`config.mk`:
```
export PLATFORM = sky130hd
export DESIGN_NAME = ram_seq_reader_flat
export DESIGN_NICKNAME = d
export VERILOG_FILES = /design/src/rtl/ram_seq_reader_if.sv /design/src/rtl/ram_seq_reader.sv /design/src/flat_wrapper.sv
export SDC_FILE = /design/constraint.sdc
export NUM_CORES = 1
export LEC_CHECK = 0
export ABC_AREA = 1
export ABC_CLOCK_PERIOD_IN_PS = 2000
export BUFFER_PORTS_ARGS = -buffer_cell sky130_fd_sc_hd__buf_2
export CORE_MARGIN = 2
export CORE_UTILIZATION = 55
export DETAILED_ROUTE_END_ITERATION = 6
export PLACE_DENSITY_LB_ADDON = 0.25
export SYNTH_ARGS = -nofsm -noshare
export SYNTH_HDL_FRONTEND = slang
export SYNTH_SLANG_ARGS = --single-unit
export TNS_END_PERCENT = 10
```
`constraint.sdc`:
```
create_clock -name clk -period 2 [get_ports clk]
set_input_delay 0.1 -clock clk [delete_from_list [all_inputs] [get_ports clk]]
set_output_delay 0.1 -clock clk [all_outputs]
set_load 0.005 [all_outputs]
```
`src/rtl/ram_seq_reader_if.sv`:
```
// Stream handshake bundle for ram_seq_reader.
// master drives data/valid, slave drives ready.
interface ram_seq_reader_if #(
  parameter int DW = 8
);
  logic [DW-1:0] dout;
  logic          dout_valid;
  logic          dout_ready;

  modport master (
    output dout,
    output dout_valid,
    input  dout_ready
  );

  modport slave (
    input  dout,
    input  dout_valid,
    output dout_ready
  );
endinterface

```
`src/rtl/ram_seq_reader.sv`:
```
// Sequential RAM read-back engine with 2-entry output FIFO.
// Optional pattern checker built when RAM_RD_CHECK_EN is defined.
module ram_seq_reader #(
  parameter int DW = 8,
  parameter int AW = 6
) (
  input  logic                  clk,
  input  logic                  rst_n,
  input  logic                  start,
  input  logic [AW-1:0]         base,
  input  logic [AW:0]           len,
  output logic [AW-1:0]         ram_addr,
  output logic                  ram_wr,
  input  logic [DW-1:0]         ram_q,
  ram_seq_reader_if.master      s,
  output logic                  busy,
  output logic                  done,
  output logic                  err
);

  typedef enum logic [1:0] {
    IDLE,
    RUN,
    DRAIN
  } state_t;

  state_t        st;
  logic [AW:0]   icnt;
  logic [AW:0]   rcnt;
  logic [DW-1:0] head, tail;
  logic [DW-1:0] head_n, tail_n;
  logic [1:0]    occ, occ_n;
  logic          infl;
  logic          vld;
  logic          pop;
  logic          issue;

  assign ram_wr       = 1'b0;
  assign s.dout       = head;
  assign s.dout_valid = vld;

  assign pop = vld & s.dout_ready;

  // occupancy + inflight - pop must stay below 2 after issuing
  assign issue = (st == RUN) && (icnt != '0) &&
                 (({1'b0, occ} + {2'b0, infl}) <
                  (3'd2 + {2'b0, pop}));

  always_comb begin
    occ_n  = occ;
    head_n = head;
    tail_n = tail;
    unique case (occ)
      2'd0: begin
        if (infl) begin
          head_n = ram_q;
          occ_n  = 2'd1;
        end
      end
      2'd1: begin
        if (infl && pop) begin
          head_n = ram_q;
        end else if (infl) begin
          tail_n = ram_q;
          occ_n  = 2'd2;
        end else if (pop) begin
          occ_n  = 2'd0;
        end
      end
      default: begin
        if (pop) begin
          head_n = tail;
          if (infl) begin
            tail_n = ram_q;
            occ_n  = 2'd2;
          end else begin
            occ_n  = 2'd1;
          end
        end
      end
    endcase
  end

  always_ff @(posedge clk) begin
    if (!rst_n) begin
      st       <= IDLE;
      icnt     <= '0;
      rcnt     <= '0;
      head     <= '0;
      tail     <= '0;
      occ      <= '0;
      infl     <= 1'b0;
      vld      <= 1'b0;
      ram_addr <= '0;
      busy     <= 1'b0;
      done     <= 1'b0;
    end else begin
      done <= 1'b0;
      infl <= issue;
      occ  <= occ_n;
      head <= head_n;
      tail <= tail_n;
      vld  <= (occ_n != 2'd0);
      if (issue) begin
        ram_addr <= ram_addr + 1'b1;
        icnt     <= icnt - 1'b1;
      end
      if (pop) begin
        rcnt <= rcnt - 1'b1;
      end
      unique case (st)
        IDLE: begin
          if (start) begin
            ram_addr <= base;
            icnt     <= len;
            rcnt     <= len;
            if (len == '0) begin
              done <= 1'b1;
            end else begin
              st   <= RUN;
              busy <= 1'b1;
            end
          end
        end
        RUN: begin
          if (issue && icnt == 1) begin
            st <= DRAIN;
          end
        end
        DRAIN: begin
          if (pop && rcnt == 1) begin
            done <= 1'b1;
            busy <= 1'b0;
            st   <= IDLE;
          end
        end
        default: st <= IDLE;
      endcase
    end
  end

`ifdef RAM_RD_CHECK_EN
  logic [AW-1:0] cap_addr;
  logic          mism;

  // mism registers the compare at capture; err follows one edge later
  always_ff @(posedge clk) begin
    if (!rst_n) begin
      cap_addr <= '0;
      mism     <= 1'b0;
      err      <= 1'b0;
    end else if (st == IDLE && start) begin
      mism <= 1'b0;
      err  <= 1'b0;
    end else begin
      if (issue) begin
        cap_addr <= ram_addr;
      end
      mism <= infl && (ram_q != DW'(cap_addr));
      err  <= err | mism;
    end
  end
`else
  assign err = 1'b0;
`endif

endmodule

```
`src/flat_wrapper.sv`:
```
// flat-port wrapper written by rule: the top's interface ports become plain ports
module ram_seq_reader_flat 
#(
  parameter int DW = 8,
  parameter int AW = 6
)
  (clk, rst_n, start, base, len, ram_addr, ram_wr, ram_q, busy, done, err, s_dout, s_dout_valid, s_dout_ready);
  ram_seq_reader_if #(.DW(DW)) s_i ();
  input  logic clk;
  input  logic rst_n;
  input  logic start;
  input  logic [AW-1:0] base;
  input  logic [AW:0] len;
  output logic [AW-1:0] ram_addr;
  output logic ram_wr;
  input  logic [DW-1:0] ram_q;
  output logic busy;
  output logic done;
  output logic err;
  output wire logic [$bits(s_i.dout)-1:0] s_dout;
  output wire logic [$bits(s_i.dout_valid)-1:0] s_dout_valid;
  input wire logic [$bits(s_i.dout_ready)-1:0] s_dout_ready;
  assign s_dout = s_i.dout;
  assign s_dout_valid = s_i.dout_valid;
  assign s_i.dout_ready = s_dout_ready;
  ram_seq_reader #(.DW(DW), .AW(AW)) u_core (.clk(clk), .rst_n(rst_n), .start(start), .base(base), .len(len), .ram_addr(ram_addr), .ram_wr(ram_wr), .ram_q(ram_q), .s(s_i), .busy(busy), .done(done), .err(err));
endmodule
```
==> impl_metrics.tcl <==
set metrics [dict create \
    outcome "completed" \
    io_pins 44 \
    synth-xor-area-share_pct 3.76 \
    drv_slew 0 \
    grt_overflow 0 \
    yosys_warnings 0 \
    numCtsBuffers 5 \
    p_per_area_mw_per_mm2 811 \
    synth.avg_cell_area_um2 6.86 \
    synth_common_cells "96 x nand2_1, 44 x dfxtp_1, 37 x nor2_1, 36 x inv_1, 24 x o21ai_0" \
    cts_setup_buffers 0 \
    reg2reg_depth 12 \
    num-nets-final 412 \
    cts.sinks 44 \
    rsz0062_at_grt "false" \
    grt_max_degree 25 \
    drive_gt1_share_pct 16.9 \
    row_count 23 \
    drt_pre_antenna_iters 4 \
    synth_top_family_by_area "simple AND/OR/NAND/NOR gates" \
    antenna_left 0 \
    synthAdderAreaFrac_pct 4.83 \
    syn-cell-area_mm2 0.00233 \
    finalHoldViolCount 0 \
    ys_types 30 \
    crit_type "reg2reg" \
    wl_per_cell_um 11.4 \
    worstReg2RegStart "u_core.infl$_SDFF_PN0_" \
    ys_ff_latch 44 \
    wirelength_um 4880 \
    ys.flop_type "dfxtp_1" \
    die_y_um 69.1 \
    post_cts_resized 0 \
    dieArea_mm2 0.00477 \
    r2r_end "u_core.icnt[6]$_SDFF_PN0_" \
    p_leak_nw 1.30 \
    dpl.hpwl_um 3600 \
    hold_end "u_core.s.dout[5]$_SDFFE_PN0P_" \
    yosysTopAreaCell "dfxtp_1" \
    tns_ps 0 \
    synth-edff-count 0 \
    ys_seq_area_share_pct 37.8 \
    cts_hold_buf 0 \
    cp_common_cell "nand2_1" \
    slowest_delay_ps 420 \
    ys_async_sr_fraction_pct 0 \
    synthSimpleGateAreaFrac_pct 29.8 \
    fin_skew_ps 6.07 \
    track_usage_pct 20.7 \
    hold_path_class "in2reg" \
    path_max_fanout 16 \
    antenna_cells 0 \
    io_buffers 41 \
    yosys-top-cells-area "dfxtp_1 38%, nand2_1 15%, nor2_1 6.0%" \
    grt_pass1_vias 1998 \
    synth_top_area_share_pct 37.8 \
    gp_congestion 0.831 \
    cp_cell_sequence "inv_1 -> ha_1 -> inv_1 -> nand3_1 -> nand2_1 -> nand2_1 -> nor2_2 -> buf_4 -> nand2_1 -> nand2_1 -> nand2_1 -> a21oi_1" \
    fin_crit_ps 1720 \
    min_from "ram_q[5]" \
    crit_slowest_cell "dfxtp_1" \
    rrSetupSlack_ps 280 \
    synth_most_common_cell "nand2_1" \
    cts_root_buf "clkbuf_8" \
    finalCritPeriodShare_pct 85.8 \
    worst_setup_path_start_kind "flip-flop" \
    antenna_found_initial 0 \
    vias 2154 \
    crit_start "u_core.infl$_SDFF_PN0_" \
    area_growth_pct 12.7 \
    fin_ws_ps 284 \
    muxShareOfSynthArea_pct 0 \
    die_x_um 69.1 \
    maxCapViolations 0 \
    cts.clk_slew.worst_paths_ps 80 \
    initial_utilization_pct 57.9 \
    coreArea_mm2 0.00403 \
    vias_per_cell 5.02 \
    crit_required_ps 2220 \
    worstHoldPathCells 3 \
    peakVddDrop_uv 530 \
    synth_compound_area_share_pct 14.0 \
    fmaxAchievable_mhz 583 \
    cts_htree_levels 2 \
    drt-initial-drc-count 73 \
    tightest_slew_ps 685 \
    max_slew_margin_pct 54.3 \
    dpl_worst_slack_ps 316 \
    syn_inst 340 \
    grt_pass1_wl_um 8250 \
    drc 0 \
    clockBufferDepth 2 \
    clkLatencyLatePin_ps 300 \
    critPathCaptureType "flip-flop" \
    cts_tree "yes" \
    setup-violations-final 0 \
    worstPathArrival_ps 1940 \
]
## metal layers
layer  GRT usage [%]  routed length, µm
met4            7.63                 62
met1            25.3               2320
met3            4.39                175
met2            35.8               2320
met5               0                  0
## power by group
group / leakage [nW] / internal, mW / total (mW) / switching (mW)
sequential: 0.360 / 0.961 / 1.03 / 0.0690
clock: 0.0479 / 0.244 / 0.558 / 0.314
combinational: 0.890 / 0.217 / 0.543 / 0.326
total: 1.30 / 1.42 / 2.13 / 0.709
## critical path: cells and delay by family, from the launching register on
family                     cells  cell delay (ps)
adders and majority gates      1              290
AOI/OAI and AO/OA              1              130
and+or+nand+nor                7              470
DFF                            1              420
buffers and inverters          3              330
## metrics by stage
step	utilization (%)	hold slack, ps	cells	instance area, µm²	power (mW)
finish	65.2	67.6	429	2630	2.13
global route	65.2	54.8	429	2630	2.28
CTS	65.2	55.6	429	2630	2.15
detailed placement	63.0	377	421	2540	1.59
global placement	63.0	369	421	2540	1.58
floorplan	-	260	341	2330	1.45
## sequential cells by signal (all words and copies together) (netlist names)
name,flops
u_core.busy,1
u_core.done,1
u_core.icnt,7
u_core.infl,1
u_core.occ,2
u_core.ram_addr,6
u_core.rcnt,7
u_core.s.dout,8
u_core.s.dout_valid,1
u_core.st,2
u_core.tail,8
## cell families (layout without fill, tap and decap cells)
family	after synthesis	count (layout)
AO/OA/AOI/OAI	58	58
XOR/XNOR	10	10
AND/OR/NAND/NOR	167	167
flip-flops	44	44
buffers and inverters	51	89
adder cells (fa/ha/maj)	9	9
other	1	2
## cells in the final DEF (no fill, tap or decap), drive strengths merged
| cell type | count |
|---|---|
| nand2 | 99 |
| dfxtp | 44 |
| buf | 44 |
| nor2 | 40 |
| inv | 37 |
| o21ai | 25 |
| a21oi | 19 |
| nand3 | 18 |
| ha | 9 |
| a31oi | 8 |
| xor2 | 7 |
| clkbuf | 5 |
| nand4 | 4 |
| xnor2 | 3 |
| o21bai | 3 |
| clkinv | 3 |
| nor3 | 2 |
| or2 | 2 |
| nand3b | 2 |
| conb | 2 |
| o31ai | 1 |
| a211oi | 1 |
| o211ai | 1 |
## area by class of cell
cell class / count / area, µm²
fillers: 374 / 1400
multi-input cells: 246 / 1230
flip-flops and latches: 44 / 881
repair buffers: 44 / 228
inverters: 37 / 139
clock buffers: 5 / 68.8
well taps: 50 / 62.6
clock inverters: 3 / 18.8
## worst max-delay path by stage
stage | end | slack [ps] | cells past startpoint
6_report | u_core.icnt[6]$_SDFF_PN0_ | 280 | 12
4_1_cts | u_core.icnt[6]$_SDFF_PN0_ | 300 | 12
3_3_place_gp | u_core.ram_addr[2]$_SDFF_PN0_ | 380 | 13
3_5_place_dp | u_core.ram_addr[2]$_SDFF_PN0_ | 320 | 13
2_1_floorplan | u_core.st[0]$_SDFFE_PN0P_ | 410 | 11
5_1_grt | u_core.ram_addr[2]$_SDFF_PN0_ | 70 | 13
Power figures use the tool's default switching activity.
